**config.mk**
```make
export PLATFORM = sky130hd
export DESIGN_NAME = pipeline_ctrl
export DESIGN_NICKNAME = d
export VERILOG_FILES = /design/src/rtl/pipe_pkg.sv /design/src/rtl/conf_debounce.sv /design/src/rtl/pipeline_ctrl.sv
export SDC_FILE = /design/constraint.sdc
export NUM_CORES = 1
export LEC_CHECK = 0
export CAP_MARGIN = 20
export CORE_MARGIN = 8
export CORE_UTILIZATION = 45
export CTS_CLUSTER_SIZE = 25
export DETAILED_ROUTE_END_ITERATION = 8
export PLACE_DENSITY_LB_ADDON = 0.1
export SYNTH_ARGS = -nofsm -noshare
export SYNTH_HDL_FRONTEND = slang
export SYNTH_SLANG_ARGS = --single-unit
```
**constraint.sdc**
```tcl
create_clock -name clk -period 2.2 [get_ports clk]
set_input_delay 0.44 -clock clk [delete_from_list [all_inputs] [get_ports clk]]
set_output_delay 0.44 -clock clk [all_outputs]
set_load 0.02 [all_outputs]
```
**src/rtl/pipe_pkg.sv**
```systemverilog
// Shared definitions for the pipeline hazard/stall sequencer: FSM encoding,
// register-file constants and the load-use hazard predicate.
package pipe_pkg;

   typedef enum logic [1:0] {
      RUN     = 2'd0,
      IO_WAIT = 2'd1,
      IO_DONE = 2'd2
   } state_e;

   localparam logic [4:0]  REG_ZERO = 5'd0;
   localparam logic [31:0] NOP_INSN = 32'h0000_0013;  // addi x0, x0, 0

   // x0 is never a real producer, so a load targeting it cannot create a hazard.
   function automatic logic load_use_hazard(
      input logic       ex_mem_read,
      input logic [4:0] ex_rd,
      input logic [4:0] id_rs1,
      input logic [4:0] id_rs2,
      input logic       id_uses_rs2
   );
      return ex_mem_read && (ex_rd != REG_ZERO) &&
             ((ex_rd == id_rs1) || (id_uses_rs2 && (ex_rd == id_rs2)));
   endfunction

endpackage

```
**src/rtl/conf_debounce.sv**
```systemverilog
// Confirm-button conditioner: 2-FF synchronizer, stability counter and a
// one-cycle pulse on each debounced 0->1 transition.
module conf_debounce #(
   parameter int DEBOUNCE_CYCLES = 100000
) (
   input  logic clk,
   input  logic rst,
   input  logic conf_i,
   output logic conf_pulse
);

   localparam int            CW   = $clog2(DEBOUNCE_CYCLES + 1);
   localparam logic [CW-1:0] LAST = CW'(DEBOUNCE_CYCLES - 1);

   logic [1:0]    sync;
   logic          level;
   logic [CW-1:0] cnt;

   // NOTE: sequential state uses non-blocking assignments so every flop samples
   // pre-edge values regardless of statement order.
   always_ff @(posedge clk or posedge rst) begin
      if (rst) begin
         sync       <= 2'b00;
         level      <= 1'b0;
         cnt        <= '0;
         conf_pulse <= 1'b0;
      end else begin
         sync       <= {sync[0], conf_i};
         conf_pulse <= 1'b0;
         if (sync[1] == level) begin
            cnt <= '0;
         end else if (cnt == LAST) begin
            level      <= sync[1];
            cnt        <= '0;
            conf_pulse <= sync[1];
         end else begin
            cnt <= cnt + 1'b1;
         end
      end
   end

endmodule

```
**src/rtl/pipeline_ctrl.sv**
```systemverilog
// Hazard, branch-flush and IO-wait sequencer for the 5-stage pipeline, with
// saturating stall/flush event counters.
module pipeline_ctrl
   import pipe_pkg::*;
#(
   parameter int DEBOUNCE_CYCLES = 100000,
   parameter int CNT_W           = 16
) (
   input  logic             clk,
   input  logic             rst,
   input  logic [4:0]       id_rs1,
   input  logic [4:0]       id_rs2,
   input  logic             id_uses_rs2,
   input  logic             ex_mem_read,
   input  logic [4:0]       ex_rd,
   input  logic             branch_taken,
   input  logic             mem_io_read,
   input  logic             conf_i,
   output logic             pc_en,
   output logic             ifid_en,
   output logic             idex_en,
   output logic             exmem_en,
   output logic             ifid_flush,
   output logic             idex_flush,
   output logic             memwb_bubble,
   output logic             io_sample,
   output logic             io_waiting,
   output logic [CNT_W-1:0] stall_cnt,
   output logic [CNT_W-1:0] flush_cnt
);

   state_e state;
   logic   conf_pulse;
   logic   hazard;

   function automatic logic [CNT_W-1:0] sat_inc(input logic [CNT_W-1:0] v);
      return (&v) ? v : v + CNT_W'(1);
   endfunction

   conf_debounce #(
      .DEBOUNCE_CYCLES(DEBOUNCE_CYCLES)
   ) u_conf_debounce (
      .clk       (clk),
      .rst       (rst),
      .conf_i    (conf_i),
      .conf_pulse(conf_pulse)
   );

   assign hazard = load_use_hazard(ex_mem_read, ex_rd, id_rs1, id_rs2, id_uses_rs2);

   // Outputs are forced to their idle values while rst is held.
   always_comb begin
      // NOTE: every output gets a default first so no path can infer a latch.
      pc_en        = 1'b1;
      ifid_en      = 1'b1;
      idex_en      = 1'b1;
      exmem_en     = 1'b1;
      ifid_flush   = 1'b0;
      idex_flush   = 1'b0;
      memwb_bubble = 1'b0;
      io_sample    = 1'b0;
      io_waiting   = 1'b0;
      if (!rst) begin
         unique case (state)
            IO_WAIT: begin
               pc_en        = 1'b0;
               ifid_en      = 1'b0;
               idex_en      = 1'b0;
               exmem_en     = 1'b0;
               memwb_bubble = 1'b1;
               io_waiting   = 1'b1;
            end
            RUN, IO_DONE: begin
               io_sample = (state == IO_DONE);
               if (hazard) begin
                  pc_en      = 1'b0;
                  ifid_en    = 1'b0;
                  idex_flush = 1'b1;
               end else if (branch_taken) begin
                  ifid_flush = 1'b1;
               end
            end
            default: ;
         endcase
      end
   end

   always_ff @(posedge clk or posedge rst) begin
      if (rst) begin
         state     <= RUN;
         stall_cnt <= '0;
         flush_cnt <= '0;
      end else begin
         unique case (state)
            RUN:     if (mem_io_read) state <= IO_WAIT;
            IO_WAIT: if (conf_pulse) state <= IO_DONE;
            IO_DONE: state <= RUN;
            default: state <= RUN;
         endcase
         if (idex_flush) stall_cnt <= sat_inc(stall_cnt);
         if (ifid_flush) flush_cnt <= sat_inc(flush_cnt);
      end
   end

endmodule

```
==> results.py <==
metrics = {
    "outcome": {
        "status": "complete, no violations",
    },
    "cts": {
        "worstSkewPairLatency_ns": 0.31,
        "cts.clk_slew.worst_paths_ns": 0.09,
        "clock_sinks": 55,
        "htreeDepth": 2,
        "root_buffer": "clkbuf_8",
        "tritoncts": "done",
        "clk_path_buf_depth": 2,
        "cts-buffers-inserted": 5,
    },
    "layout": {
        "nFillCells": 518,
        "seq_area_um2": 1376,
        "areaGrowthSynthToFinish_pct": 34.60,
        "final_util": 0.6294,
        "fin_nets": 392,
        "n_antenna_cell": 0,
        "multi_input_area_um2": 1538,
        "final_layout_size_suffix_gt1_frac": 0.1685,
    },
    "routing": {
        "drc": 0,
        "first_pass_iters": 5,
        "viasPerCell": 5.360,
        "avgRoutedWirePerCell_um": 15.53,
        "wl_mm": 6.913,
        "postRouteAntennaNets": 0,
        "via_count": 2385,
        "drtIter0Drc": 95,
    },
    "min_path": {
        "min_from": "u_conf_debounce.sync[0]",
        "hold_depth": 0,
        "hp-class": "reg2reg",
        "hold_end": "u_conf_debounce.sync[1]",
    },
    "setup_path": {
        "worst_path_largest_cell_delay_ns": 0.47,
        "r2r_setup_slack_ns": 0.19,
        "r2r-end": "flush_cnt[1]",
        "worstPathCellList": "clkdlybuf4s50_1 -> xnor2_1 -> nand3_1 -> o22ai_2 -> and3_4 -> nor2_4 -> buf_6",
        "worstSetupPathType": "in2out",
        "cp_data_required_time_ns": 1.76,
        "timing.rr.start": "flush_cnt[0]",
        "cp.arrival_ns": 1.74,
        "cp-start-kind": "primary input",
        "end_kind": "output pin",
        "cp_slowest_cell": "clkdlybuf4s50_1",
        "worst_r2r_path_depth": 6,
        "crit_fanout": 2,
    },
    "power_and_ir_drop": {
        "peakVddDrop_mv": 0.3003,
        "p_leak_nw": 1.786,
        "power_density_nw_per_um2": 523.9,
    },
    "yosys": {
        "syn_nets": 307,
        "synth_top_area_share": 0.4635,
        "synth_seq_cells": 55,
        "yosysSeqAreaShare": 0.4635,
        "yosysTopAreaCell": "dfrtp_1",
        "synthCells": 282,
        "async_flop_share": 1.000,
        "synth_top_cells_by_area": "dfrtp_1 (46%), xnor2_1 (8.6%), xor2_1 (6.5%)",
        "yosysWarnings": 0,
        "ys_types": 38,
        "synth_edf_count": 0,
        "synth_area_um2": 2969,
        "avgSynthCellArea_um2": 10.53,
        "synthFlopType": "dfrtp_1",
    },
    "die": {
        "die_w_um": 97.23,
        "rows": 29,
        "die_height_um": 97.23,
        "die-area_um2": 9454,
        "initial_core_util": 0.4676,
        "ios": 63,
        "core_um2": 6350,
    },
    "sta": {
        "hold_viol": 0,
        "whs_ns": 0.3592,
        "maxSlewViolCount": 0,
        "max_freq_mhz": 459.2,
        "final-setup-viol-count": 0,
        "finalCritPeriodShare": 0.9898,
        "fin_crit_ns": 2.178,
        "worst_pin_slew_ns": 0.4844,
        "slew_headroom": 0.6763,
        "finClkSkew_ns": 0.006924,
    },
    "global_route": {
        "grt_pass1_vias": 2304,
        "grt_remaining_overflow": 0,
        "grt_start_max_net_pins": 31,
        "grt_usage": 0.1454,
        "grt_first_pass_wirelength_mm": 11.61,
        "antenna_found_initial": 0,
    },
    "placed_design": {
        "io_buffers": 62,
        "gp_congestion": 0.7778,
        "dp_hpwl_mm": 5.100,
    },
    "job": {
        "drv_cap": 0,
    },
}
[synth_stat cells, types with 2 or more instances]
library cell / n
dfrtp_1: 55
xnor2_1: 29
nand2_1: 23
nor2_1: 22
xor2_1: 22
nand3_1: 18
and3_1: 15
nand4_1: 15
a211oi_2: 8
and4_1: 7
and2_1: 6
inv_1: 6
buf_2: 5
nor3_1: 5
a21oi_1: 4
mux2_1: 4
a211oi_1: 3
buf_4: 3
ha_1: 3
mux2i_1: 3
nor3b_1: 3
a2111oi_4: 2
a21o_1: 2
buf_6: 2
mux2_2: 2
nand4b_1: 2
nor2b_1: 2
[cell families after synthesis]
family	Yosys count	synth area share
compound gates	25	0.08934
simple gates	122	0.2187
mux	9	0.03287
fa+ha+maj	3	0.01264
xor+xnor	51	0.1504
flops	55	0.4635
buf+inv	17	0.03244
[stage by stage]
| step | setup TNS [ns] | std cells | area (µm²) | power (mW) | setup slack [ns] |
|---|---|---|---|---|---|
| global placement | -11.17 | 436 | 3836 | 1.326 | -0.7485 |
| global route | -0.1542 | 445 | 3996 | 2.184 | -0.04843 |
| floorplan | -0.3392 | 282 | 2993 | 1.199 | -0.1741 |
| CTS | 0 | 445 | 3951 | 2.116 | 0.004776 |
| finish | 0 | 445 | 3996 | 2.094 | 0.02239 |
| detailed placement | -12.22 | 436 | 3836 | 1.329 | -0.7793 |
[layer usage]
| layer | global-route usage | vias up | wire [µm] |
|---|---|---|---|
| li1 | - | 1159 | - |
| met1 | 0.1922 | 1152 | 3251 |
| met2 | 0.2302 | 66 | 3254 |
| met3 | 0.03627 | 8 | 340 |
| met4 | 0.03963 | 0 | 66 |
| met5 | 0 | - | 0 |
[registers in the layout (all words and copies together), names as in the netlist]
register	cells
u_conf_debounce.cnt	17
u_conf_debounce.sync	2
u_conf_debounce.level	1
u_conf_debounce.conf_pulse	1
stall_cnt	16
flush_cnt	16
state	2
[report_power, final]
group	internal, mW	switching [mW]
sequential	1.03	0.0265
combinational	0.120	0.129
clock	0.455	0.332
[worst max-delay path: cells and delay by family]
kind / cells / cell delay, ns
buf+inv: 2 / 0.59
xor+xnor: 1 / 0.12
simple gates: 3 / 0.39
compound gates: 1 / 0.19
[layout make-up]
cell class / count / area share
multi-input cells: 210 / 0.3848
flip-flops and latches: 55 / 0.3444
repair buffers: 89 / 0.2079
well taps: 77 / 0.02411
clock buffers: 6 / 0.01816
clock inverters: 2 / 0.01503
inverters: 6 / 0.005636
[layout by cell type, fill, tap and decap left out, types with 2 or more instances in the layout]
cell and count:
nor3b_1 2, mux2_1 4, and2_1 6, mux2_2 2
a2111oi_4 2, buf_6 4, bufinv_16 2, nand4_1 15
a211oi_2 8, inv_1 5, buf_2 4, nand4b_1 2
clkdlybuf4s50_1 42, xnor2_2 2, a21o_1 2, a21oi_1 4
ha_1 3, nor2_1 21, nor2b_1 2, dlymetal6s2s_1 6
nand3_1 18, mux2i_1 3, nor2_4 2, and4_1 7
clkbuf_8 5, dlygate4sd2_1 6, a211oi_1 3, xnor2_1 27
nor3_1 5, nand2_1 23, dfrtp_1 55, and3_1 14
buf_4 25, xor2_1 22
[timing repair]
action	CTS	global route
buffers inserted	1	0
hold buffers	0	0
setup endpoints to repair	16	15
resized for setup	41	11
pin swaps	3	7
[worst max-delay path by stage]
stage | slack [ns] | from | to
global route | -0.05 | id_rs1[4] | pc_en
CTS | 0.005 | rst | exmem_en
floorplan | -0.17 | ex_rd[1] | pc_en
finish | 0.02 | id_rs1[4] | pc_en
global placement | -0.75 | ex_rd[3] | pc_en
detailed placement | -0.78 | ex_rd[3] | pc_en
Note: power is estimated with default switching activity, not from simulation.
